$ cat src/rtl/cmos_pkg.sv
// Shared constants and helpers for the CMOS pixel packer.
// PIX_W and CNT_MAX describe the default build; parameterised modules
// derive their own widths from their parameters.
package cmos_pkg;

    localparam int DEF_IN_W  = 8;
    localparam int DEF_BPP   = 2;
    localparam int DEF_CNT_W = 12;

    localparam int                   PIX_W   = DEF_IN_W * DEF_BPP;
    localparam logic [DEF_CNT_W-1:0] CNT_MAX = {DEF_CNT_W{1'b1}};

    // Low bit position of bus beat 'beat' inside a packed pixel word.
    function automatic int slice_lo(input int beat, input int bpp,
                                    input bit msb_first, input int in_w);
        if (msb_first) begin
            return (bpp - 1 - beat) * in_w;
        end else begin
            return beat * in_w;
        end
    endfunction

endpackage

$ cat src/rtl/cmos_line_stats.sv
// Line geometry tracker: counts pixels per line and lines per frame,
// publishes the last line length and previous frame height, and pulses
// err_len when a line disagrees with the previous line of the same frame.
module cmos_line_stats
    import cmos_pkg::*;
#(
    parameter int CNT_W = DEF_CNT_W
) (
    input  logic             pclk,
    input  logic             rst,
    input  logic             frame_start,
    input  logic             pixel_done,
    input  logic             line_end,
    output logic [CNT_W-1:0] line_len,
    output logic [CNT_W-1:0] frame_lines,
    output logic             err_len
);

    localparam logic [CNT_W-1:0] CNT_TOP = {CNT_W{1'b1}};

    logic [CNT_W-1:0] col_cnt_r;
    logic [CNT_W-1:0] line_cnt_r;

    // Column/line counting; frame start wins, and a pixel completing in the
    // frame-start cycle is already the first column of the new frame.
    always_ff @(posedge pclk or posedge rst) begin
        if (rst) begin
            col_cnt_r   <= {CNT_W{1'b0}};
            line_cnt_r  <= {CNT_W{1'b0}};
            line_len    <= {CNT_W{1'b0}};
            frame_lines <= {CNT_W{1'b0}};
            err_len     <= 1'b0;
        end else begin
            err_len <= 1'b0;
            if (frame_start) begin
                frame_lines <= line_cnt_r;
                line_cnt_r  <= {CNT_W{1'b0}};
                col_cnt_r   <= pixel_done ? {{(CNT_W-1){1'b0}}, 1'b1} : {CNT_W{1'b0}};
            end else if (line_end) begin
                line_len <= col_cnt_r;
                if ((line_cnt_r != {CNT_W{1'b0}}) && (col_cnt_r != line_len)) begin
                    err_len <= 1'b1;
                end
                if (line_cnt_r != CNT_TOP) begin
                    line_cnt_r <= line_cnt_r + {{(CNT_W-1){1'b0}}, 1'b1};
                end
                col_cnt_r <= {CNT_W{1'b0}};
            end else if (pixel_done) begin
                if (col_cnt_r != CNT_TOP) begin
                    col_cnt_r <= col_cnt_r + {{(CNT_W-1){1'b0}}, 1'b1};
                end
            end
        end
    end

endmodule

$ cat src/rtl/cmos_pixel_packer.sv
// CMOS camera bus packer: assembles BYTES_PER_PIX bus beats into a pixel,
// holds each pixel one slot so the line's last pixel can carry eol, and
// reports malformed lines/frames. Lives entirely in the pclk domain.
module cmos_pixel_packer
    import cmos_pkg::*;
#(
    parameter int IN_W          = DEF_IN_W,
    parameter int BYTES_PER_PIX = DEF_BPP,
    parameter bit MSB_FIRST     = 1'b1,
    parameter int CNT_W         = DEF_CNT_W
) (
    input  logic                          pclk,
    input  logic                          rst,
    input  logic                          vs_i,
    input  logic                          de_i,
    input  logic [IN_W-1:0]               pdata_i,
    output logic                          pix_vld_o,
    output logic [IN_W*BYTES_PER_PIX-1:0] pix_data_o,
    output logic                          sof_o,
    output logic                          eol_o,
    output logic [CNT_W-1:0]              line_len_o,
    output logic [CNT_W-1:0]              frame_lines_o,
    output logic                          err_partial_o,
    output logic                          err_len_o
);

    localparam int         PW       = IN_W * BYTES_PER_PIX;
    localparam int         SLOTS    = (BYTES_PER_PIX > 1) ? BYTES_PER_PIX - 1 : 1;
    localparam logic [1:0] LAST_IDX = 2'(BYTES_PER_PIX - 1);

    logic            vs_d_r;
    logic            de_d_r;
    logic            frame_act_r;
    logic            first_r;
    logic            pend_vld_r;
    logic [1:0]      beat_idx_r;
    logic [IN_W-1:0] slot_r [SLOTS];
    logic [PW-1:0]   pend_r;

    logic            frame_start_s;
    logic            de_eff_s;
    logic            line_end_s;
    logic [1:0]      cur_idx_s;
    logic            pixel_done_s;
    logic            stats_line_end_s;
    logic [PW-1:0]   word_s;

    // Edge detection; de is ignored until the first frame has started, and
    // a frame start restarts packing at beat 0.
    always_comb begin
        frame_start_s    = vs_i & ~vs_d_r;
        de_eff_s         = de_i & (frame_act_r | frame_start_s);
        line_end_s       = de_d_r & ~de_eff_s & ~frame_start_s;
        cur_idx_s        = frame_start_s ? 2'd0 : beat_idx_r;
        pixel_done_s     = de_eff_s & (cur_idx_s == LAST_IDX);
        stats_line_end_s = line_end_s & pend_vld_r;
    end

    // The final beat comes straight from the bus; earlier beats from slots.
    for (genvar g = 0; g < BYTES_PER_PIX; g++) begin : g_beat
        localparam int LO = slice_lo(g, BYTES_PER_PIX, MSB_FIRST, IN_W);
        if (g == BYTES_PER_PIX - 1) begin : g_last
            assign word_s[LO +: IN_W] = pdata_i;
        end else begin : g_slot
            assign word_s[LO +: IN_W] = slot_r[g];
        end
    end

    // Beat capture, pending-pixel stage, pixel/eol/sof strobes and partial-pixel error.
    always_ff @(posedge pclk or posedge rst) begin
        if (rst) begin
            vs_d_r        <= 1'b0;
            de_d_r        <= 1'b0;
            frame_act_r   <= 1'b0;
            first_r       <= 1'b0;
            pend_vld_r    <= 1'b0;
            beat_idx_r    <= 2'd0;
            pend_r        <= {PW{1'b0}};
            pix_vld_o     <= 1'b0;
            pix_data_o    <= {PW{1'b0}};
            sof_o         <= 1'b0;
            eol_o         <= 1'b0;
            err_partial_o <= 1'b0;
            for (int i = 0; i < SLOTS; i++) begin
                slot_r[i] <= {IN_W{1'b0}};
            end
        end else begin
            pix_vld_o     <= 1'b0;
            sof_o         <= 1'b0;
            eol_o         <= 1'b0;
            err_partial_o <= 1'b0;
            vs_d_r        <= vs_i;
            de_d_r        <= de_eff_s;
            if (frame_start_s) begin
                err_partial_o <= pend_vld_r | (beat_idx_r != 2'd0);
                pend_vld_r    <= 1'b0;
                first_r       <= 1'b1;
                frame_act_r   <= 1'b1;
                beat_idx_r    <= 2'd0;
            end
            if (de_eff_s) begin
                for (int i = 0; i < SLOTS; i++) begin
                    if ((cur_idx_s == 2'(i)) && !pixel_done_s) begin
                        slot_r[i] <= pdata_i;
                    end
                end
                if (pixel_done_s) begin
                    if (pend_vld_r && !frame_start_s) begin
                        pix_vld_o  <= 1'b1;
                        pix_data_o <= pend_r;
                        sof_o      <= first_r;
                        first_r    <= 1'b0;
                    end
                    pend_r     <= word_s;
                    pend_vld_r <= 1'b1;
                    beat_idx_r <= 2'd0;
                end else begin
                    beat_idx_r <= cur_idx_s + 2'd1;
                end
            end else if (line_end_s) begin
                if (pend_vld_r) begin
                    pix_vld_o  <= 1'b1;
                    pix_data_o <= pend_r;
                    sof_o      <= first_r;
                    eol_o      <= 1'b1;
                    first_r    <= 1'b0;
                end
                if (beat_idx_r != 2'd0) begin
                    err_partial_o <= 1'b1;
                end
                pend_vld_r <= 1'b0;
                beat_idx_r <= 2'd0;
            end
        end
    end

    cmos_line_stats #(
        .CNT_W (CNT_W)
    ) u_stats (
        .pclk        (pclk),
        .rst         (rst),
        .frame_start (frame_start_s),
        .pixel_done  (pixel_done_s),
        .line_end    (stats_line_end_s),
        .line_len    (line_len_o),
        .frame_lines (frame_lines_o),
        .err_len     (err_len_o)
    );

endmodule
$ cat config.mk
export PLATFORM = sky130hd
export DESIGN_NAME = cmos_pixel_packer
export DESIGN_NICKNAME = d
export VERILOG_FILES = /design/src/rtl/cmos_pkg.sv /design/src/rtl/cmos_line_stats.sv /design/src/rtl/cmos_pixel_packer.sv
export SDC_FILE = /design/constraint.sdc
export NUM_CORES = 1
export LEC_CHECK = 0
export CAP_MARGIN = 5
export CORE_MARGIN = 5
export CORE_UTILIZATION = 55
export CTS_CLUSTER_SIZE = 8
export DETAILED_ROUTE_END_ITERATION = 16
export PLACE_DENSITY_LB_ADDON = 0.1
export SETUP_SLACK_MARGIN = 0.4
export SYNTH_ARGS = -nofsm -noshare
export SYNTH_HDL_FRONTEND = slang
export SYNTH_SLANG_ARGS = --single-unit
$ cat constraint.sdc
create_clock -name pclk -period 3.3 [get_ports pclk]
set_input_delay 0.33 -clock pclk [delete_from_list [all_inputs] [get_ports pclk]]
set_output_delay 0.33 -clock pclk [all_outputs]
set_load 0.05 [all_outputs]
* Yosys cells after proc, flatten, opt, wreduce, memory -nomap -nowiden
Index checks and enable logic that the tools add are counted.
** Operators by class
- Equal/unequal tests :: 6
- Bitwise gates (word level) :: 11
- Shift-type cells :: 0
- Multiplexer cells :: 45
- Divide/modulo/power cells :: 0
- Add/sub/neg operators :: 3
- Multipliers :: 0
- $lt $le $gt $ge :: 0
- Reduce and logical (&&, ||, !) cells :: 20
** Operator list (count)
- $mux W12 :: 7
- $mux W16 :: 5
- $mux W1 :: 29
- $add A12 B1 Y12 const B :: 2
- $ne A12 B12 Y1 const B :: 2
- $ne A12 B12 Y1 :: 1
- $reduce_bool A12 Y1 :: 1
- $reduce_and A2 Y1 :: 5
- $reduce_bool A2 Y1 :: 5
- $mux W2 :: 4
- $and A1 B1 Y1 :: 6
- $reduce_bool A3 Y1 :: 2
- $ne A2 B1 Y1 const B :: 2
- $reduce_and A4 Y1 :: 1
- $logic_and A1 B1 Y1 :: 3
- $not A1 Y1 :: 3
- $add A2 B1 Y2 const B :: 1
- $eq A2 B1 Y1 const B :: 1
- $logic_not A1 Y1 :: 2
- $logic_not A2 Y1 :: 1
- $or A1 B1 Y1 :: 2
** Storage, ports and cells
- Bits in writable memories :: 0
- Bits in latches :: 0
- Bits in read-only memories :: 0
- Register bits after elaboration :: 100
- Memories :: 0
- Word-level logic and storage cells :: 103

* Depth between registers and ports, before layout
Gate-level depths: netlist of the first run.
- Depth after elaboration :: 10
- Depth in mapped cells :: 7
- Depth with buffers taken out :: 6

* Cells and area by module
A second synthesis of the first run with hierarchy kept.
** Second synthesis, totals
- Cells, all modules :: 347
- Area total of the unflattened synthesis :: 4433.0 um^2
** Modules (own cells, without submodules)
- cmos_line_stats :: sequential area each 1226.2 um^2, cells each 223, instances 1, area an instance 2449.8 um^2
- cmos_pixel_packer :: sequential area each 1276.2 um^2, cells each 124, instances 1, area an instance 1983.2 um^2

* Worst setup path before layout of the first run
No wires, ideal clock.
- Path type :: reg2reg
- Start point :: register u_stats.line_cnt_r[0]
- End point :: register u_stats.line_cnt_r[5]
- Stages on the path, launching flop included :: 7
- Slack :: 1503 ps
- Buffers on the path :: 1
- Data arrival time :: 1719 ps
- Cell sequence :: dfrtp_1 ha_1 and2_1 and4_1 clkbuf_1 or4_1 a21oi_1
** On the way
- Cells in the longest elaborated chain, start to end :: 4
** RTL lines
- start, declared :: RTL line cmos_line_stats.sv:22 : logic [CNT_W-1:0] line_cnt_r;
- start signal, assigned :: RTL line cmos_line_stats.sv:29 : line_cnt_r <= {CNT_W{1'b0}};
- start signal, assigned :: RTL line cmos_line_stats.sv:37 : line_cnt_r <= {CNT_W{1'b0}};
- start signal, assigned :: RTL line cmos_line_stats.sv:45 : line_cnt_r <= line_cnt_r + {{(CNT_W-1){1'b0}}, 1'b1};
- $add A12 B1 Y12 :: RTL line cmos_line_stats.sv:45
- $mux W12 :: RTL line cmos_line_stats.sv:44 : if (line_cnt_r != CNT_TOP) begin
- $mux W12 :: RTL line cmos_line_stats.sv:39 : end else if (line_end) begin
- $mux W12 :: RTL line cmos_line_stats.sv:35 : if (frame_start) begin
Parallel ways exist; a longest one is shown, timed or not. The select of a mux whose other input is x is not followed.
A chain may end at the register's enable or synchronous reset.

* Worst setup path in the final report of the first run
- Start point :: input port vs_i
- End point :: register pix_data_o[15]
** On the way
- Cells in the longest elaborated chain, start to end :: 8
** RTL lines
- start, declared :: RTL line cmos_pixel_packer.sv:14 : input logic vs_i,
- $and A1 B1 Y1 (*) :: RTL line cmos_pixel_packer.sv:51 : frame_start_s = vs_i & ~vs_d_r;
- $or A1 B1 Y1 :: RTL line cmos_pixel_packer.sv:52 : de_eff_s = de_i & (frame_act_r | frame_start_s);
- $and A1 B1 Y1 :: RTL line cmos_pixel_packer.sv:52
- $not A1 Y1 :: RTL line cmos_pixel_packer.sv:53 : line_end_s = de_d_r & ~de_eff_s & ~frame_start_s;
- $and A1 B1 Y1 (2 in series) :: RTL line cmos_pixel_packer.sv:53
- $reduce_bool A2 Y1 (no source line)
- $reduce_and A4 Y1 (no source line)
- end signal, assigned :: RTL line cmos_pixel_packer.sv:80 : pix_data_o <= {PW{1'b0}};
- end signal, assigned :: RTL line cmos_pixel_packer.sv:110 : pix_data_o <= pend_r;
- end signal, assigned :: RTL line cmos_pixel_packer.sv:123 : pix_data_o <= pend_r;
- end, declared :: RTL line cmos_pixel_packer.sv:18 : output logic [IN_W*BYTES_PER_PIX-1:0] pix_data_o,
Mark *: on every way between the ends. The rest lies on a longest branch, timed or not.

==> results.toml, run 1 <==
[status]
status = "finished, final reports clean"

[synthesis]
yosys.area.top_type = "dfrtp_1"
synthFlopType = "dfrtp_1"
ys_async_sr_fraction_pct = 100
synth_top_area_share_pct = 57.1
syn-num-nets = 423
syn_area_per_cell_um2 = 10.7
ys_ff_latch = 100
syn_area_um2 = 4380
yosysUniqueCellTypes = 45
yosys_warnings = 0
synth_edf_count = 0
yosysSeqAreaShare_pct = 57.1
synth_area_leaders = "dfrtp_1, mux2_2, nand2_1"
netlist_instances = 408

[clock_network]
cts_made_buffers = 9
path_clk_slew_ps = 100
cts_max_level = 3
hold_buffers = 0
tritoncts = "yes"
insertion_delay_ps = 370
clockRootBuffer = "clkbuf_8"
cts-resized-gates = 0
clock-sinks = 100
clockBufferDepth = 2
post-cts-setup-buffer-count = 0

[global_routing]
grt_pass1_wl_um = 15500
grt_remaining_overflow = 0
grtUsageTotal_pct = 19.6
grt_max_degree = 47
antenna_found_initial = 0
grt_pass1_vias = 3146

[pwr]
power_frac_seq_pct = 45.4
irDropWorstVdd_mv = 0.532
clock_power_share_pct = 26.4
cellLeakagePower_nw = 2.36
power_density_nw_per_um2 = 644
p_switching_mw = 1.18
p_sw_share_pct = 34.8
power_frac_comb_pct = 28.2
power.internal_mw = 2.22

[timing]
tightestPinTransition_ps = 977
hold_viol_final = 0
maxSlewViolCount = 0
worst_hold_slack_ps = 448
setup_slack_ps = 1090
rsz0062_at_grt = "false"
clock_skew_ps = 12.6
final-setup-viol-count = 0
post-route-period-util_pct = 67.1
slew_headroom_pct = 34.9
max_freq_mhz = 452
min_period_ps = 2210
fin_setup_tns_ps = 0

[place]
place_ws_ps = 682
io_buffers = 56
hpwl_um = 6070
place_congestion = 0.842

[cells_and_area]
final_common_cell = "dfrtp_1"
fin_nets = 476
num_antenna_cells = 0
final-seq-area_um2 = 2500
final_cell_mix = "dfrtp_1, nand2_1, clkdlybuf4s50_1, mux2_2, a21oi_1"
multi_input_area_um2 = 1750
area_growth_pct = 20.3
num-fill-cells = 589
drive_gt1_share_pct = 14.4

[setup_path]
crit_path_end_kind = "register"
crit_chain = "clkdlybuf4s50_1, nor2b_2, or3_4, a21bo_2, mux2_2"
critPathKind = "input pin to register"
required_ps = 3550
critPathMaxFanout = 31
reg2reg_setup_slack_ps = 1120
r2r_cells = 4
cpPeakStageDelay_ps = 490
r2r-start = "vs_d_r"
startpoint_type = "input pin"
cp.arrival_ps = 2470
crit_slowest_cell = "clkdlybuf4s50_1"
r2r_end = "u_stats.line_len[11]"

[die]
die_area_um2 = 9850
fp.dieW_um = 99.2
die_y_um = 99.2
coreArea_um2 = 7730
ios = 57
initial_utilization_pct = 56.7
rows = 32

[min_path]
hold_path_startpoint = "vs_i"
worst_hold_path.num_cells = 1
whs_endpoint = "vs_d_r"
hold_class = "input pin to register"

[flow_run]
cap_violations = 0

[detailed_routing]
wire_per_inst_um = 15.9
vias = 3169
drt_iter0_drc = 179
viasPerCell = 5.58
drc = 0
drt_pre_antenna_iters = 4
wirelength_um = 9050
drtAntennaViolNets = 0
## metal layers
metal | vias up | track usage, % | wire [um]
met3 | 13 | 4.77 | 447
met2 | 69 | 31.3 | 4380
li1 | 1534 | - | -
met5 | - | 0 | 0
met4 | 0 | 6.83 | 120
met1 | 1553 | 26.2 | 4110
## power by group through the flow
stage          Clock [mW]  Combinational (mW)  Sequential, mW
3_3_place_gp            0               0.948            1.56
6_report            0.897               0.957            1.54
4_1_cts             0.910               0.970            1.54
2_1_floorplan           0               0.273            1.92
3_5_place_dp            0               0.965            1.56
5_1_grt             0.969                1.02            1.57
## how the worst max path moves through the flow
stage	startpoint	to	slack, ps	cells past startpoint
6_report	vs_i	pix_data_o[15]	1090	5
2_1_floorplan	u_stats.line_cnt_r[0]	u_stats.line_cnt_r[5]	1500	6
3_5_place_dp	vs_i	pix_data_o[15]	680	5
3_3_place_gp	vs_i	pix_data_o[15]	760	5
5_1_grt	vs_d_r	u_stats.line_len[11]	930	4
4_1_cts	vs_i	pix_data_o[15]	1090	5
## sequential cells by signal, summed over array words and instances, names as in the netlist, 2 cells and up
signal / count
beat_idx_r: 2
pend_r: 16
pix_data_o: 16
slot_r: 8
u_stats.col_cnt_r: 12
u_stats.frame_lines: 12
u_stats.line_cnt_r: 12
u_stats.line_len: 12
## cell type report
class / count / area share [%]
Sequential cell: 100 / 47.5
Multi-Input combinational cell: 278 / 33.1
Timing Repair Buffer: 63 / 11.9
Tap cell: 102 / 2.42
Clock buffer: 9 / 2.35
Clock inverter: 7 / 2.02
Inverter: 9 / 0.712
## critical path: cells and delay by family
kind,cells,cell delay (ps)
compound gates,1,490
buf+inv,1,490
mux,1,390
simple gates,2,750
## cells by family (layout without fill, tap and decap cells)
group	count (synthesis)	count (layout)	share of synthesized area, %
adder cells (fa/ha/maj)	3	3	0.857
flip-flops	100	100	57.1
buffers and inverters	30	88	3.14
multiplexers	39	39	9.94
AND/OR/NAND/NOR	172	172	19.0
XOR/XNOR	12	12	2.40
AO/OA/AOI/OAI	52	52	7.51
## metrics by stage
| stage | cells | util (%) | cell area [um^2] | power, mW |
|---|---|---|---|---|
| after floorplan | 408 | - | 4380 | 2.19 |
| after global placement | 552 | 65.2 | 5040 | 2.51 |
| after detailed placement | 552 | 65.2 | 5040 | 2.53 |
| after CTS | 568 | 68.2 | 5270 | 3.42 |
| after global routing | 568 | 68.2 | 5270 | 3.56 |
| final | 568 | 68.2 | 5270 | 3.40 |
## synth_stat cells (4+ instances only)
master and instances:
nand4_1 10, nor3_1 11, or4_1 7, clkbuf_1 14, and4_1 4, dfrtp_1 100
and3_1 4, o21ai_0 12, xnor2_1 12, a21oi_1 16, inv_1 9, nand3_1 14
nand2_1 93, and2_1 4, nor4_1 6, nor2_1 6, mux2_2 36, o31ai_1 8
Power figures use the tool's default switching activity.
==> run 2, diff against run 1 <==
- clock period: 3.3 -> 2.3 ns (I/O delays scaled with it)
==> run 2 against run 1 <==
  * Global-route usage is 1.0 points lower
  * Via count is 1.5% higher
  * Combinational power is 45% higher
  * Worst setup slack worse by 610 ps
==> results.toml, run 2 (same netlist as run 1, synthesis figures left out) <==
[timing]
final-setup-viol-count = 0
fin_setup_tns_ps = 0
min_period_ps = 1830
slew_headroom_pct = 63.9
clock_skew_ps = 14.0
post-route-period-util_pct = 79.4
hold_viol_final = 0
max_freq_mhz = 548
maxSlewViolCount = 0
tightestPinTransition_ps = 542
setup_slack_ps = 474
rsz0062_at_grt = "true"

[global_routing]
grt_pass1_wl_um = 14800
grt_remaining_overflow = 0
grtUsageTotal_pct = 18.5
grt_pass1_vias = 3119
antenna_found_initial = 0
grt_max_degree = 101

[detailed_routing]
wirelength_um = 8780
drt_iter0_drc = 114
wire_per_inst_um = 15.2
drt_pre_antenna_iters = 4
drtAntennaViolNets = 0
viasPerCell = 5.59
vias = 3218
drc = 0

[place]
io_buffers = 56
hpwl_um = 5910
place_congestion = 0.842
place_area_um2 = 5090
place_ws_ps = 51.6
placed_cells = 559

[die]
initial_utilization_pct = 56.7
fp.dieW_um = 99.2
die_area_um2 = 9850
rows = 32
coreArea_um2 = 7730
ios = 57
die_y_um = 99.2

[cells_and_area]
final_cell_mix = "dfrtp_1, nand2_1, clkdlybuf4s50_1, mux2_2, a21oi_1"
final_common_cell = "dfrtp_1"
num-fill-cells = 600
num_antenna_cells = 0
fin_nets = 484
fin_cells = 576
area_growth_pct = 21.5
reg_top3 = "pend_r x16, pix_data_o x16"
stdcell_area_um2 = 5320
drive_gt1_share_pct = 17.1

[clock_network]
clock-sinks = 100
hold_buffers = 0
tritoncts = "yes"
path_clk_slew_ps = 100
clockRootBuffer = "clkbuf_8"
clockBufferDepth = 2
cts_max_level = 3
cts_made_buffers = 9
insertion_delay_ps = 360

[setup_path]
crit_path_end_kind = "register"
cp.arrival_ps = 2070
startpoint_type = "input pin"
critPathKind = "input pin to register"
critPathMaxFanout = 21
required_ps = 2540

[pwr]
power_density_nw_per_um2 = 871
irDropWorstVdd_mv = 0.950
cellLeakagePower_nw = 2.39

[min_path]
hold_class = "input pin to asynchronous set/reset pin"

[status]
status = "finished, final reports clean"

[flow_run]
cap_violations = 0
## run 2: area by class of cell
cell class                 instances  area (um^2)  share of cell area (%)
sequential                       100         2500                    47.1
multi-input combinational        278         1780                    33.5
inverter                           9         37.5                   0.706
tap                              102          128                    2.40
timing repair buffer              71          686                    12.9
clock buffer                       9          124                    2.33
clock inverter                     7         60.1                    1.13
## run 2: worst max-delay path, cell delays in order
cell	delay (ps)
clkdlybuf4s50_1	590
nand3_1	130
or3_4	470
a21bo_4	350
mux2_2	300
## run 2: path summary, 6_finish.rpt
check	depth (start not counted)	from	slack [ps]	endpoint
worst max-delay path	5	de_i	470	pix_data_o[9]
worst min-delay path	3	rst	320	u_stats.line_cnt_r[0]
worst max register to register	5	u_stats.line_cnt_r[0]	500	u_stats.line_cnt_r[5]
worst min register to register	2	slot_r[0]	470	pend_r[8]
max in group asynchronous	3	rst	1520	u_stats.col_cnt_r[0]
min in group pclk	1	vs_i	350	vs_d_r
## run 2: report_power, final
group / leakage [nW] / internal [mW] / switching [mW]
registers: 1.31 / 2.04 / 0.168
clock network: 0.0840 / 0.408 / 0.630
logic: 0.991 / 0.523 / 0.864
total: 2.39 / 2.97 / 1.66
## run 2: layer usage
layer	part of all wire [%]	GRT usage [%]
met5	0	0
met4	1.1	5.25
met3	5.2	4.84
met2	47	29.2
met1	47	25.5
## run 2: what timing repair did
item	4_1_cts	5_1_grt
setup endpoints to repair	0	26
setup buffers	0	1
resized for setup	0	9
## run 2: stage by stage
stage / hold WS (ps) / utilization [%] / total power, mW
2_1_floorplan: 261 / - / 3.15
6_report: 322 / 68.8 / 4.63
4_1_cts: 338 / 68.3 / 4.67
3_3_place_gp: 451 / 65.9 / 3.61
3_5_place_dp: 452 / 65.9 / 3.63
5_1_grt: 341 / 68.8 / 4.86
==> run 3, diff against run 2 <==
- clock period: 2.3 -> 1.8 ns (I/O delays scaled with it)
==> run 3 against run 2 <==
  * Utilization is 13 points higher
  * Largest power group unchanged
  * Die area stayed put
  * Register-to-register slack worse by 460 ps
==> results.toml, run 3 (same netlist as run 1, synthesis figures left out) <==
[detailed_routing]
wire_per_inst_um = 19.0
drt_pre_antenna_iters = 4
drt_iter0_drc = 236
wirelength_um = 12100
viasPerCell = 5.79
drtAntennaViolNets = 0
drc = 0
vias = 3701

[clock_network]
hold_buffers = 0
clockBufferDepth = 2
tritoncts = "yes"
cts_made_buffers = 9
clock-sinks = 100
path_clk_slew_ps = 100
cts_max_level = 3
clockRootBuffer = "clkbuf_8"
insertion_delay_ps = 370

[pwr]
power_density_nw_per_um2 = 981
p_switching_mw = 2.24
power_frac_seq_pct = 45.8
cellLeakagePower_nw = 2.93
p_sw_share_pct = 36.0
power.internal_mw = 3.97
irDropWorstVdd_mv = 1.03
clock_power_share_pct = 22.4
power_frac_comb_pct = 31.8

[timing]
fin_setup_tns_ps = 0
maxSlewViolCount = 0
rsz0062_at_grt = "true"
min_period_ps = 1760
post-route-period-util_pct = 97.7
tightestPinTransition_ps = 548
slew_headroom_pct = 63.5
max_freq_mhz = 569
clock_skew_ps = 9.05
hold_viol_final = 0
final-setup-viol-count = 0
setup_slack_ps = 41.4

[die]
die_y_um = 99.2
die_area_um2 = 9850
fp.dieW_um = 99.2
rows = 32
coreArea_um2 = 7730
ios = 57
initial_utilization_pct = 56.7

[cells_and_area]
fin_nets = 547
area_growth_pct = 44.4
final_common_cell = "dfrtp_1"
drive_gt1_share_pct = 45.3
num_antenna_cells = 0
final_cell_mix = "dfrtp_1, nand2_1, buf_4, clkdlybuf4s15_2, mux2_2"
reg_top3 = "pend_r x16, pix_data_o x16"
fin_cells = 639
num-fill-cells = 421

[global_routing]
grt_remaining_overflow = 0
grt_pass1_vias = 3774
antenna_found_initial = 0
grt_pass1_wl_um = 18300
grtUsageTotal_pct = 23.0
grt_max_degree = 101

[place]
place_ws_ps = -447
io_buffers = 56
placed_cells = 583
place_congestion = 0.850
hpwl_um = 6280

[setup_path]
crit_path_end_kind = "register"
cp.arrival_ps = 2020
reg2reg_setup_slack_ps = 40
critPathMaxFanout = 4
required_ps = 2060
critPathKind = "register to register"
r2r_cells = 6
startpoint_type = "register"

[status]
status = "finished, final reports clean"

[min_path]
hold_class = "input pin to asynchronous set/reset pin"

[flow_run]
cap_violations = 0
run 3: cell types whose count changed in the layout (fill, tap and decap cells not counted), sizes merged:
cell / change
clkinvlp: -3
inv: -2
dlygate4sd2: +1
buf: +64
a21bo: +2
clkdlybuf4s15: +32
clkdlybuf4s50: -46
clkbuf: +15
run 3: metal layers:
metal  vias to the layer above  part of all wire, %  track usage (%)
li1                       1677                    -                -
met1                      1862                   42             29.1
met2                       123                   51             39.9
met3                        39                  4.6             4.56
met4                         0                  2.9             6.72
met5                         -                    0                0
run 3: final timing paths:
path,end,start
max in group asynchronous,u_stats.col_cnt_r[3],rst
setup reg to reg,u_stats.col_cnt_r[8],u_stats.col_cnt_r[0]
setup / recovery,u_stats.col_cnt_r[8],u_stats.col_cnt_r[0]
min in group pclk,pend_r[0],pdata_i[0]
hold reg to reg,pend_r[0],pend_r[0]
hold / removal,u_stats.line_len[2],rst
run 3: per-stage QoR:
step | instance area (um^2) | hold slack, ps | util, % | power [mW]
floorplan | 4480 | 211 | - | 4.06
global placement | 5360 | 453 | 69.3 | 4.69
detailed placement | 5360 | 459 | 69.3 | 4.72
CTS | 6030 | 344 | 78.1 | 6.13
global route | 6320 | 344 | 81.8 | 6.48
finish | 6320 | 279 | 81.8 | 6.20
run 3: power by group through the flow:
stage          clock network, mW  registers [mW]  logic (mW)
6_report                    1.39            2.84        1.97
5_1_grt                     1.51            2.89        2.09
4_1_cts                     1.40            2.82        1.92
3_5_place_dp                   0            2.85        1.87
3_3_place_gp                   0            2.85        1.84
2_1_floorplan                  0            3.52       0.537
run 3: timing repair:
action	CTS	global route
resized for setup	178	61
buffers inserted	21	15
cloned	2	2
setup endpoints to repair	122	92
pin swaps	32	22
run 3: cell type report:
type	instances	area, um^2	share of cell area [%]
Sequential cell	100	2510	39.6
Multi-Input combinational cell	280	2180	34.5
Timing Repair Buffer	132	1280	20.3
Clock buffer	14	173	2.73
Tap cell	102	128	2.02
Inverter	9	40.0	0.633
Clock inverter	2	17.5	0.277
run 3: worst max-delay path: stages, from the launching register on:
cell and delay [ps]:
dfrtp_1 370, ha_2 200, nand4_1 240, or3_4 510, buf_6 150, nand4_1 110, a21oi_2 70
==> variant 1, RTL diff (settings of run 3) <==
Register the inputs `vs_i`, `de_i` and `pdata_i` before use, without a reset. The logic sees them one clock later.
--- a/src/rtl/cmos_pixel_packer.sv
+++ b/src/rtl/cmos_pixel_packer.sv
@@ -29,4 +29,14 @@
     localparam logic [1:0] LAST_IDX = 2'(BYTES_PER_PIX - 1);
 
+    logic vs_q;
+    logic de_q;
+    logic [IN_W-1:0] pdata_q;
+
+    always_ff @(posedge pclk) begin
+        vs_q    <= vs_i;
+        de_q    <= de_i;
+        pdata_q <= pdata_i;
+    end
+
     logic            vs_d_r;
     logic            de_d_r;
@@ -49,6 +59,6 @@
     // a frame start restarts packing at beat 0.
     always_comb begin
-        frame_start_s    = vs_i & ~vs_d_r;
-        de_eff_s         = de_i & (frame_act_r | frame_start_s);
+        frame_start_s    = vs_q & ~vs_d_r;
+        de_eff_s         = de_q & (frame_act_r | frame_start_s);
         line_end_s       = de_d_r & ~de_eff_s & ~frame_start_s;
         cur_idx_s        = frame_start_s ? 2'd0 : beat_idx_r;
@@ -61,5 +71,5 @@
         localparam int LO = slice_lo(g, BYTES_PER_PIX, MSB_FIRST, IN_W);
         if (g == BYTES_PER_PIX - 1) begin : g_last
-            assign word_s[LO +: IN_W] = pdata_i;
+            assign word_s[LO +: IN_W] = pdata_q;
         end else begin : g_slot
             assign word_s[LO +: IN_W] = slot_r[g];
@@ -90,5 +100,5 @@
             eol_o         <= 1'b0;
             err_partial_o <= 1'b0;
-            vs_d_r        <= vs_i;
+            vs_d_r        <= vs_q;
             de_d_r        <= de_eff_s;
             if (frame_start_s) begin
@@ -102,5 +112,5 @@
                 for (int i = 0; i < SLOTS; i++) begin
                     if ((cur_idx_s == 2'(i)) && !pixel_done_s) begin
-                        slot_r[i] <= pdata_i;
+                        slot_r[i] <= pdata_q;
                     end
                 end
Formal check against the unedited RTL: not equivalent (Yosys sat finds a counterexample within 4 cycles, from zero or initial values and one cycle with rst high).
==> variant 1 against run 3 <==
Cell area up 5.5%. Sequential cell count up 10. Highest routed layer unchanged. Synthesized area up 4.5%. Routed wire length up 9.1%. Critical path depth down 2. Total power up 12%. Largest power group unchanged. Worst setup slack worse by 0.022 ns.
==> variant 1: results (changes against run 3) <==
- -0.0986 ns — post-placement setup slack, +0.348 ns
- 74.5% — headroom to the max-slew limit, +11 points
- 54.7% — share of the synthesized area in the top cell type, -2.5 points
- 7 — peak fanout along the critical path, +3
- 20,300 microns — global-route wire length before repair, +11%
- 0.02 ns — R2R Setup Slk, -0.02 ns
- 287 — Starting DRT DRC Count, +22%
- 450 — Synth Net Count, +6.4%
- 3.07 nW — leakage power figure, +4.6%
- 2.30% — fraction of synthesized cell area in xor and xnor cells, -0.10 points
- 0.820% — post-synthesis share of cell area spent on full adders, half adders and majority gates, -0.037 points
- dfrtp_1 55%, nand2_1 10%, dfxtp_1 4.4% — top post-synthesis cells by area
- 1020 uV — maximum VDD drop, -1.4%
- 0.0152 ns — worst clock skew, +0.00617 ns
- or4_4 — critical path's slowest cell
- 50 — Distinct cells, synth, +11%
- 13,200 microns — total length of routed wires, +9.1%
- 24.0% — relative contribution of the clock network to total power, +1.6 points
- completed — result of the run
- 4 — R2R depth, -2
- u_stats.col_cnt_r[9] — FF-to-FF End
- 0.56 ns — crit-path max cell delay, +0.05 ns
- 568 — NumNets Final, +3.8%
- 3.12 mW — total sequential power, +9.9%
- beat_idx_r[1] — R2R Path Start
- 25.4% — overall global routing resource usage, +2.5 points
- 431 — Layout fillers, +2.4%
- 90.9% — ys async rst share, -9.1 points
- 2.43 mW — switching power of the nets, +8.5%
- 0.847 — final estimated routing congestion in global placement, -0.34%
- 6590 microns — detailed placement HPWL, +4.8%
- 40.7% — fraction of final layout cells sized beyond drive strength 1, -4.6 points
- 3,953 — via count of the first global-routing pass, +4.7%
- 3,904 — via count, +5.5%
- 2.08 ns — crit path DAT, +0.06 ns
- 8.01% — share of the synthesized area in compound gates (AO/OA/AOI/OAI), +0.50 points
==> variant 1: layer usage <==
| metal | vias to the layer above | GRT usage (%) | wire length [microns] |
|---|---|---|---|
| met2 | 171 | 42.1 | 6710 |
| met3 | 35 | 3.99 | 716 |
| met5 | - | 0 | 0 |
| li1 | 1742 | - | - |
| met1 | 1956 | 33.8 | 5500 |
| met4 | 0 | 10.3 | 315 |
==> variant 1: area by class of cell <==
| type | instances | area share (%) |
|---|---|---|
| Multi-Input combinational cell | 295 | 34.1 |
| Clock buffer | 11 | 1.97 |
| Tap cell | 105 | 1.97 |
| Sequential cell | 110 | 40.8 |
| Timing Repair Buffer | 128 | 19.4 |
| Clock inverter | 5 | 1.24 |
| Inverter | 9 | 0.600 |
==> variant 1: critical path, delay by kind of cell, from the launching register on <==
family / cells / cell delay, ns
AO/OA/AOI/OAI: 1 / 0.15
buffers and inverters: 1 / 0.17
flip-flops: 1 / 0.50
AND/OR/NAND/NOR: 2 / 0.89
==> variant 1: worst max path at each step <==
stage | from | end | slack (ns) | cells past startpoint
after detailed placement | vs_d_r | pix_data_o[0] | -0.1 | 4
after global routing | u_stats.col_cnt_r[4] | u_stats.col_cnt_r[7] | -0.02 | 5
after CTS | beat_idx_r[1] | u_stats.col_cnt_r[11] | 0.09 | 3
after floorplan | u_stats.col_cnt_r[4] | u_stats.col_cnt_r[11] | 0.08 | 5
after global placement | vs_d_r | pix_data_o[0] | -0.02 | 4
final | beat_idx_r[1] | u_stats.col_cnt_r[9] | 0.02 | 4
==> variant 1: kinds of logic (layout without fill, tap and decap cells) <==
group / after synthesis / in the layout
AND/OR/NAND/NOR: 198 / 199
flip-flops: 110 / 110
AO/OA/AOI/OAI: 51 / 51
buffers and inverters: 31 / 153
multiplexers: 30 / 30
XOR/XNOR: 12 / 12
adder cells (fa/ha/maj): 3 / 3
==> variant 1: repair_timing <==
action,CTS,global route
hold buffers,0,0
endpoints found under the setup margin,111,88
setup buffers,29,10
gates resized for setup,204,45
cloned,2,1
pin swaps,19,15
==> variant 1: per-stage QoR <==
| stage | TNS, ns | power (mW) | hold slack [ns] | area (sq um) | cells |
|---|---|---|---|---|---|
| 2_1_floorplan | 0 | 4.36 | 0.208 | 4740 | 435 |
| 6_report | 0 | 6.94 | 0.227 | 6670 | 663 |
| 3_5_place_dp | -1.27 | 5.01 | 0.353 | 5540 | 605 |
| 5_1_grt | -0.0354 | 7.20 | 0.221 | 6670 | 663 |
| 3_3_place_gp | -0.219 | 4.97 | 0.349 | 5540 | 605 |
| 4_1_cts | 0 | 6.81 | 0.241 | 6430 | 652 |
==> variant 2, RTL diff (flow settings as in run 3) <==
Without the edit above. `DEF_IN_W`: 8 -> 12.
--- a/src/rtl/cmos_pkg.sv
+++ b/src/rtl/cmos_pkg.sv
@@ -4,5 +4,5 @@
 package cmos_pkg;
 
-    localparam int DEF_IN_W  = 8;
+    localparam int DEF_IN_W  = 12;
     localparam int DEF_BPP   = 2;
     localparam int DEF_CNT_W = 12;
Ports: changed (resized pdata_i and pix_data_o); port bits go from 57 to 69. No check against the original RTL was run, so the function may have changed too.
==> variant 2 against run 3 <==
The flow now finishes with violations (negative setup slack). Largest cell class unchanged. Sequential cell count rose by 20. Core utilization up 0.93 points. Highest routed layer unchanged. Cell area increased by 21%. Routed wire length is 27% higher. Largest power group unchanged. Total power up 59%. Clock skew about the same. Global-route usage increased by 3.2 points. Synthesized area is 19% higher. Worst setup slack lost 0.14 ns.
==> variant 2: results (changes against run 3) <==
- 126 x nand2_1, 120 x dfrtp_1, 31 x mux2_2 — cell types with the highest counts after synthesis
- finished with violations — result of the run
- 0.07 ns — clock-pin slew on the worst setup and hold paths, -0.03 ns
- 0.00252 sq mm — area occupied by multi-input gates, +15%
- 17 — count of clock buffers in the final design, +3
- negative setup slack — failing checks
- 5 — DR pass1 iterations, +1
- 25 — peak fanout along the critical path, +21
- 23,300 microns — global-route wire length before repair, +27%
- 451 — Layout fillers, +7.1%
- 3.50 mW — power drawn by the clock network, +150%
- 2.31 ns — crit path DAT, +0.29 ns
- 43.2% — GR Util met2, +3.2 points
- 282 — Starting DRT DRC Count, +19%
- 17.3% — fraction of cell area in non-clock buffers, -2.9 points
- 6.14% — routing usage on met3, +1.6 points
- 15,400 microns — total length of routed wires, +27%
- 68 — I/O Buffers, +21%
- pix_data_o[13] — end point of the critical path
- 3.66 nW — leakage power figure, +25%
- 890 uV — maximum VDD drop, -14%
- 36.2% — share of power burned in registers, -9.6 points
- -0.103 ns — minimum setup slack in the final design, -0.144 ns
- 33 — count of final setup violators, +33
- 120 — Yosys reg bits, +20%
- 1290 mW/mm^2 — total power divided by cell area, +31%
- 82.8% — final core utilization, +0.93 points
- 57.7% — share of the yosys chip area belonging to registers, +0.60 points
- 50 — Distinct cells, synth, +11%
- 43.9% — fraction of final layout cells sized beyond drive strength 1, -1.3 points
- -0.402 ns — post-placement setup slack, +0.0444 ns
- -1.88 ns — Setup TNS Final, -1.88 ns
- 20.8 microns — routed wire length per instance, +9.7%
- 4 — H-tree lvl count, +1
- 4,394 — via count of the first global-routing pass, +16%
- 0.839 — final estimated routing congestion in global placement, -1.3%
- 6460 microns — routed length on met1, +27%
-- variant 2: cell count changes after synthesis, sizes merged, moves of 4 or more --
cell | run 3 | this run
mux2 | 36 | 48
mux2i | 3 | 7
a21oi | 16 | 6
o21ai | 13 | 9
nand2 | 93 | 127
dfrtp | 100 | 120
inv | 9 | 5
nor3 | 12 | 7
o31ai | 8 | 4
-- variant 2: repair_timing --
item	4_1_cts	5_1_grt
resized for setup	352	56
pin swaps	26	23
cloned	6	2
endpoints found under the setup margin	150	114
setup buffers	16	11
-- variant 2: logic make-up after synthesis --
family          share of synthesized area [%]
compound gates                           5.58
fa+ha+maj                               0.722
buf+inv                                  2.89
xor+xnor                                 2.36
mux                                      13.0
simple gates                             17.7
flops                                    57.7
-- variant 2: critical path, cell delays in order, from the launching register on --
cell and delay [ns]:
dfrtp_1 0.39, nor2b_4 0.06, or4b_4 0.55, o21ai_4 0.18
buf_12 0.23, mux2_2 0.36
